[config.mk]
export PLATFORM = sky130hd
export DESIGN_NAME = simon_serial_ctrl
export DESIGN_NICKNAME = d
export VERILOG_FILES = /design/src/rtl/simon_serial_ctrl.sv
export SDC_FILE = /design/constraint.sdc
export NUM_CORES = 1
export LEC_CHECK = 0
export ABC_AREA = 1
export BUFFER_PORTS_ARGS = -buffer_cell sky130_fd_sc_hd__buf_2
export CAP_MARGIN = 5
export CORE_MARGIN = 2
export CORE_UTILIZATION = 54
export CTS_CLUSTER_SIZE = 25
export DETAILED_ROUTE_END_ITERATION = 10
export GPL_ROUTABILITY_DRIVEN = 0
export PLACE_DENSITY_LB_ADDON = 0.2
export SYNTH_ARGS = -nofsm -noshare
export SYNTH_HDL_FRONTEND = slang
export SYNTH_SLANG_ARGS = --single-unit
[constraint.sdc]
create_clock -name clk -period 16.1 [get_ports clk]
set_input_delay 3.22 -clock clk [delete_from_list [all_inputs] [get_ports clk]]
set_output_delay 3.22 -clock clk [all_outputs]
set_load 0.005 [all_outputs]
[src/rtl/simon_serial_ctrl.sv]
// simon_serial_ctrl
// Word-level front/back end for the bit-serial simon_core.
// A host hands over a parallel key and plaintext with a valid/ready handshake.
// The controller shifts the key and then the plaintext into the core one bit
// per clock, LSB first, with the matching data_rdy code. It then holds the core
// in run mode for RUN_CYCLES clocks. During the last BLOCK_W of those clocks it
// deserialises cipher_out into a parallel ciphertext word, which is offered
// back to the host through a second valid/ready handshake.
//
// Ports:
//   clk          rising-edge clock
//   rst          asynchronous, active-high reset
//   i_in_valid   key/plaintext words valid
//   o_in_ready   controller can accept a new job (IDLE only)
//   i_key        encryption key, sampled on accept
//   i_pt         plaintext, sampled on accept
//   o_out_valid  o_ct holds a finished ciphertext
//   i_out_ready  consumer takes o_ct
//   o_ct         ciphertext word
//   o_busy       controller is not idle
//   o_data_in    serial bit to simon_core
//   o_data_rdy   core mode: 00 idle, 01 plaintext load, 10 key load, 11 run
//   i_cipher_out serial ciphertext bit from simon_core
module simon_serial_ctrl #(
    parameter int BLOCK_W    = 128,
    parameter int KEY_W      = 128,
    parameter int RUN_CYCLES = 8704
) (
    input  logic               clk,
    input  logic               rst,
    input  logic               i_in_valid,
    output logic               o_in_ready,
    input  logic [KEY_W-1:0]   i_key,
    input  logic [BLOCK_W-1:0] i_pt,
    output logic               o_out_valid,
    input  logic               i_out_ready,
    output logic [BLOCK_W-1:0] o_ct,
    output logic               o_busy,
    output logic               o_data_in,
    output logic [1:0]         o_data_rdy,
    input  logic               i_cipher_out
);

    localparam int MAX_LOAD = (KEY_W > BLOCK_W) ? KEY_W : BLOCK_W;
    localparam int MAX_LEN  = (MAX_LOAD > RUN_CYCLES) ? MAX_LOAD : RUN_CYCLES;
    localparam int CNT_W    = $clog2(MAX_LEN + 1);

    localparam logic [CNT_W-1:0] KEY_LAST = CNT_W'(KEY_W - 1);
    localparam logic [CNT_W-1:0] PT_LAST  = CNT_W'(BLOCK_W - 1);
    localparam logic [CNT_W-1:0] RUN_LAST = CNT_W'(RUN_CYCLES - 1);
    localparam logic [CNT_W-1:0] CT_FIRST = CNT_W'(RUN_CYCLES - BLOCK_W);

    typedef enum logic [2:0] {
        IDLE,
        LOAD_KEY,
        LOAD_PT,
        RUN,
        DONE
    } state_t;

    state_t             r_state;
    state_t             w_stateNext;
    logic [CNT_W-1:0]   r_count;
    logic [KEY_W-1:0]   r_keyShift;
    logic [BLOCK_W-1:0] r_ptShift;
    logic [BLOCK_W-1:0] r_ct;
    logic               r_dataIn;
    logic [1:0]         r_dataRdy;
    logic               w_accept;
    logic               w_dataInNext;
    logic [1:0]         w_dataRdyNext;

    assign w_accept = i_in_valid && (r_state == IDLE);

    // State register.
    always_ff @(posedge clk or posedge rst) begin
        if (rst) begin
            r_state <= IDLE;
        end else begin
            r_state <= w_stateNext;
        end
    end

    // Next-state logic: each phase ends when the shared counter hits its last index.
    always_comb begin
        w_stateNext = r_state;
        case (r_state)
            IDLE:     if (w_accept)              w_stateNext = LOAD_KEY;
            LOAD_KEY: if (r_count == KEY_LAST)   w_stateNext = LOAD_PT;
            LOAD_PT:  if (r_count == PT_LAST)    w_stateNext = RUN;
            RUN:      if (r_count == RUN_LAST)   w_stateNext = DONE;
            DONE:     if (i_out_ready)           w_stateNext = IDLE;
            default:                             w_stateNext = IDLE;
        endcase
    end

    // Output decode. The serial outputs are computed one clock ahead from the
    // next state so they can be registered and still line up with that state.
    // The shift registers keep the bit currently on the wire at index 0, so a
    // continuing load phase presents index 1 for the following clock.
    always_comb begin
        o_in_ready    = (r_state == IDLE);
        o_busy        = (r_state != IDLE);
        o_out_valid   = (r_state == DONE);
        w_dataRdyNext = 2'b00;
        w_dataInNext  = 1'b0;
        case (w_stateNext)
            LOAD_KEY: begin
                w_dataRdyNext = 2'b10;
                w_dataInNext  = (r_state == IDLE) ? i_key[0] : r_keyShift[1];
            end
            LOAD_PT: begin
                w_dataRdyNext = 2'b01;
                w_dataInNext  = (r_state == LOAD_KEY) ? r_ptShift[0] : r_ptShift[1];
            end
            RUN: begin
                w_dataRdyNext = 2'b11;
            end
            default: begin
                w_dataRdyNext = 2'b00;
                w_dataInNext  = 1'b0;
            end
        endcase
    end

    // Datapath: counter restarts on every state change, shift registers are
    // captured on accept and drained during their load phase, and ciphertext
    // bits enter at the MSB so the first captured bit ends up at bit 0.
    always_ff @(posedge clk or posedge rst) begin
        if (rst) begin
            r_count    <= '0;
            r_keyShift <= '0;
            r_ptShift  <= '0;
            r_ct       <= '0;
            r_dataIn   <= 1'b0;
            r_dataRdy  <= 2'b00;
        end else begin
            r_dataIn  <= w_dataInNext;
            r_dataRdy <= w_dataRdyNext;

            if (w_stateNext != r_state) begin
                r_count <= '0;
            end else if (r_state == LOAD_KEY || r_state == LOAD_PT || r_state == RUN) begin
                r_count <= r_count + CNT_W'(1);
            end

            if (w_accept) begin
                r_keyShift <= i_key;
                r_ptShift  <= i_pt;
            end else begin
                if (r_state == LOAD_KEY) r_keyShift <= r_keyShift >> 1;
                if (r_state == LOAD_PT)  r_ptShift  <= r_ptShift >> 1;
            end

            if (r_state == RUN && r_count >= CT_FIRST) begin
                r_ct <= {i_cipher_out, r_ct[BLOCK_W-1:1]};
            end
        end
    end

    assign o_ct       = r_ct;
    assign o_data_in  = r_dataIn;
    assign o_data_rdy = r_dataRdy;

endmodule

Word-level counts from Yosys, hierarchy flattened
Cells that the tools add are included.

Add/sub/neg operators: 1. Magnitude comparators: 1. Equal/unequal tests: 10. Multiplexer cells: 16. Reductions and logical operators: 9.

Operators with widths (number): $mux W128 (4); $mux W14 (2); $mux W3 (5); $pmux W3 S5 (1); $add A14 B1 Y14 const B (1); $eq A14 B14 Y1 const B (1); $eq A14 B7 Y1 const B (1); $ge A14 B14 Y1 const B (1); $eq A3 B2 Y1 const B (4); $eq A3 B1 Y1 const B (2); $pmux W2 S3 (1); $reduce_bool A2 Y1 (3); $eq A3 B3 Y1 const B (1); $logic_not A3 Y1 (1); $ne A3 B3 Y1 (1); $reduce_bool A3 Y1 (1); $logic_and A1 B1 Y1 (2); $logic_or A1 B1 Y1 (2); $mux W1 (2); $pmux W1 S2 (1).

Flip-flop bits (word level): 404. Input bits: 261. Output and inout port bits: 134. Word-level logic and storage cells: 44.

Logic depth before layout (Yosys ltp)
Depth after elaboration: 6. Mapped depth: 12. Mapped depth without buffers: 11.

Least setup slack after synthesis
Ideal clock, no wire load.

Path kind: input port to flip-flop. Start point: in i_in_valid. End point: reg r_count[1]. Library setup time: 0.128 ns. Arrival: 3.988 ns. Required time: 15.972 ns. Slack: 11.984 ns. Stages on the path: 9. Buffers on the path: 1. Cells stage by stage: nand3_2 > nand3_1 > nand2_2 > nand3_2 > nand2_1 > nand2_1 > nand2_2 > buf_12 > nor2_4.

Cells in the longest elaborated chain, start to end: 5. Elaborated cells on any way between the ends: 6. Classes of those cells: eq/ne (1); mux (3); reduce/logical (2).

Ends and longest elaborated chain: start: declaration (RTL line 31) `input logic i_in_valid,`; $logic_and A1 B1 Y1 (*) (RTL line 73) `assign w_accept = i_in_valid && (r_state == IDLE);`; $mux W3 (*) (RTL line 88) `IDLE: if (w_accept) w_stateNext = LOAD_KEY;`; $pmux W3 S5 (*) (RTL line 87) `case (r_state)`; via w_stateNext[0] (RTL line 62) `state_t w_stateNext;`; $ne A3 B3 Y1 (*) (RTL line 141) `if (w_stateNext != r_state) begin`; $mux W14 or $reduce_bool A2 Y1 (tied branches); end signal: assignment (RTL line 144) `r_count <= r_count + CNT_W'(1);`; end: declaration (RTL line 63) `logic [CNT_W-1:0] r_count;`.

Mark *: on every way through the listed nets, which the timed path passes. The rest lies on a longest branch. A chain may end at the register's enable or synchronous reset.

Worst setup path in the final report
Start point: in i_in_valid. End point: reg r_ptShift[81].

Cells in the longest elaborated chain, start to end: 2. Elaborated cells on any way between the ends: 3. Classes of those cells: mux (1); reduce/logical (2).

Ends and longest elaborated chain: $logic_and A1 B1 Y1 (*) (RTL line 73); $mux W128 or $reduce_bool A2 Y1 (tied branches); end signal: assignment (RTL line 149) `r_ptShift <= i_pt;`; end signal: assignment (RTL line 152) `if (r_state == LOAD_PT) r_ptShift <= r_ptShift >> 1;`; end: declaration (RTL line 65) `logic [BLOCK_W-1:0] r_ptShift;`.

Every way passes the cells marked *; elsewhere a longest branch is shown, timed or not.

==> flow_summary_export.csv <==
group,metric,value,unit
outcome,outcome,"complete, no violations",
setup_path,max_stage_delay,0.84,ns
logic_synthesis,netlist-cell-type-count,33,
pwr,switchingPower,765,uW
logic_synthesis,synth_top_family_by_area,"compound AO/OA/AOI/OAI gates",
clocking,cts_root_buf,"clkbuf_16",
min_path,min_to,"o_ct[0]",
pwr,p_seq_share,47.1,%
place,dp_hpwl,26800,um
clocking,clkLatencyLatePin,0.53,ns
route,wl,40400,um
place,port_buffers,394,
route,postRouteAntennaNets,0,
global_routing,grt_most_used_layer,"met2",
timing,tns,0,ns
logic_synthesis,synth_nets,1996,
logic_synthesis,ys_ff_latch,403,
clocking,cts_tree,"yes",
route,avgRoutedWirePerCell,16.1,um
timing,worstMarginPinSlew,1.16,ns
logic_synthesis,yosys.area_share.simple,11.5,%
timing,finalHoldViolations,0,
min_path,whs_path_depth,2,
timing,fmax,0.183,GHz
pwr,pwr-share-clk,34.5,%
global_routing,grtUsageMet2,39.0,%
timing,period_needed,5.48,ns
route,num_vias,13300,
layout,area_delta_synth_final,20.2,%
logic_synthesis,yosysSeqAreaShare,58.6,%
global_routing,grt.met1_usage,32.9,%
logic_synthesis,synth-main-ff-cell,"dfrtp_1",
setup_path,r2r_start,"r_state[0]",
pwr,p_leak,10.3,nW
setup_path,ff2ff_setup_slack,12.66,ns
logic_synthesis,async_flop_share,100,%
floorplan,die_area,33300,um^2
global_routing,antenna_found_initial,21,
route,drt_pass1_iterations,5,
setup_path,worstReg2RegEnd,"r_ptShift[81]",
setup_path,crit_slowest_cell,"buf_4",
setup_path,crit_required,16.43,ns
global_routing,grt_pass1_vias,13100,
global_routing,grt_pass1_wl,65900,um
setup_path,crit_path_cell_trace,"buf_2 -> nand3_2 -> inv_6 -> nor2_1 -> clkinv_2 -> buf_4 -> o221ai_1",
timing,rsz0062_at_grt,"no",
clocking,clock_sinks,403,
timing,worst_slack,10.62,ns
clocking,clockBufferDepth,3,
global_routing,use_met3,6.27,%
setup_path,path_class,"in -> reg",
pwr,power_density,139,nW/um^2
setup_path,end_kind,"flip-flop",
logic_synthesis,yosysWarnings,0,
route,vias_per_cell,5.30,
timing,setup_viol,0,
logic_synthesis,netlist_area,17200,um^2
clocking,ctsResizeCount,0,
min_path,hold_path.class,"reg -> reg",
global_routing,overflow,0,
pwr,worst_ir_drop_vdd,87.8,uV
setup_path,cp_data_arrival_time,5.81,ns
timing,skew,0.0127,ns
global_routing,track_usage,24.3,%
job,cap_violations,0,
clocking,hold_buffers,0,
layout,nets,2332,
place,post-place-ws,10.17,ns
floorplan,rows,65,
clocking,cts-buffers-inserted,42,
pwr,p_int,2.10,mW
timing,fin_crit_sh,34.0,%
pwr,pwr-share-comb,18.4,%
logic_synthesis,synth_xor_area_share,0.611,%
timing,relSlewSlack,22.6,%
global_routing,grt_max_degree,155,
logic_synthesis,synth_edf_count,0,
logic_synthesis,synthMuxAreaShare,0.175,%
logic_synthesis,synth_fa_ha_area_share,0.145,%
setup_path,crit_fanout,154,
clocking,post_cts_buffers,0,
timing,timing.hold.ws,0.492,ns
route,drt_iter0_markers,992,
min_path,hp-start,"o_ct[0]",
setup_path,reg2reg_depth,7,
floorplan,coreArea,31500,um^2
timing,finalMaxSlewViolations,0,
route,drc,0,
pwr,finalPower,2.86,mW
pwr,swShare,26.7,%
clocking,path_clk_slew,0.06,ns
floorplan,dieWidth,182,um
floorplan,ios,395,
floorplan,die_h,182,um
setup_path,startpoint_type,"primary input",
floorplan,initial_core_util,54.7,%
clocking,htree_levels,2,
logic_synthesis,synth_compound_area_share,18.1,%
layout,drive_above_1_share,27.3,%
logic_synthesis,synth.avg_cell_area,9.93,um^2
logic_synthesis,synthCells,1733,
==> power groups by stage <==
stage	clock [mW]	combinational, mW	sequential (mW)
final	0.988	0.526	1.35
after global routing	1.05	0.603	1.37
after CTS	1.01	0.530	1.35
after detailed placement	0	0.524	1.37
after global placement	0	0.500	1.36
after floorplan	0	0.403	1.35
==> cell usage after synthesis, drive strengths merged, types with 2 or more instances <==
master / n / area share [%]
o21ai: 68 / 2.0
nor2: 94 / 2.6
nor3: 6 / 0.23
mux2: 2 / 0.17
o211ai: 3 / 0.13
o221ai: 252 / 13
inv: 340 / 7.4
clkbuf: 41 / 0.89
a21oi: 63 / 3.1
dfrtp: 403 / 59
nand2: 353 / 7.8
buf: 72 / 2.5
nand4: 4 / 0.18
nand3: 15 / 0.55
xor2: 12 / 0.61
ha: 2 / 0.15
==> through the flow <==
stage | instance area (um^2) | std cells | util (%)
after floorplan | 17200 | 1733 | -
after global placement | 19200 | 2427 | 61.1
after detailed placement | 19200 | 2427 | 61.1
after CTS | 20600 | 2501 | 65.6
after global routing | 20700 | 2507 | 65.6
final | 20700 | 2511 | 65.7
==> worst max-delay path: cells and delay by family <==
kind | cells | cell delay (ns)
buffers and inverters | 4 | 1.84
AOI/OAI and AO/OA | 1 | 0.24
and+or+nand+nor | 2 | 0.30
==> registers in the layout, indices dropped and copies added, names as in the netlist <==
name	flops
o_ct	128
r_ptShift	128
r_keyShift	127
r_state	3
r_count	14
o_data_in	1
o_data_rdy	2
==> layout make-up <==
| cell class | count | area (um^2) |
|---|---|---|
| Tap cell | 402 | 503 |
| Clock inverter | 14 | 155 |
| Fill cell | 2582 | 10800 |
| Inverter | 341 | 1290 |
| Clock buffer | 60 | 1270 |
| Sequential cell | 403 | 10100 |
| Timing Repair Buffer | 405 | 2050 |
| Antenna cell | 10 | 25.0 |
| Multi-Input combinational cell | 876 | 5280 |
==> worst max-delay path by stage <==
stage | startpoint | end
after global routing | i_in_valid | r_ptShift[68]
final | i_in_valid | r_ptShift[81]
after global placement | i_in_valid | r_ptShift[65]
after detailed placement | i_in_valid | r_ptShift[34]
after CTS | i_in_valid | r_ptShift[81]
after floorplan | rst | o_ct[0]
==> placed cells by master (no fill, tap or decap), types with 3 or more instances in the layout <==
cell / count
a21oi_1: 3
a21oi_2: 60
buf_2: 394
buf_4: 11
bufinv_16: 3
clkbuf_1: 6
clkbuf_16: 45
clkbuf_8: 9
clkinv_2: 11
dfrtp_1: 403
diode_2: 10
inv_1: 333
inv_2: 3
nand2_1: 346
nand2_2: 5
nand3_1: 10
nand3_2: 3
nand4_1: 3
nor2_1: 79
nor2_4: 13
nor3_1: 4
o211ai_1: 3
o21ai_0: 66
o221ai_1: 252
xor2_1: 12
==> logic make-up (layout without fill, tap and decap cells) <==
logic type | after synthesis | count (layout)
xor gates and xnor gates | 12 | 12
other | 0 | 10
buffers and inverters | 454 | 820
adders and majority gates | 2 | 2
muxes | 2 | 2
AOI/OAI and AO/OA | 387 | 387
and+or+nand+nor | 473 | 473
DFF | 403 | 403
==> per-layer routing <==
layer  vias to the layer above  wire length, um
li1                       6441                -
met1                      6351            17300
met5                         -              118
met3                        82             3030
met4                        18              996
met2                       427            18900
Note: power is estimated with default switching activity, not from simulation.
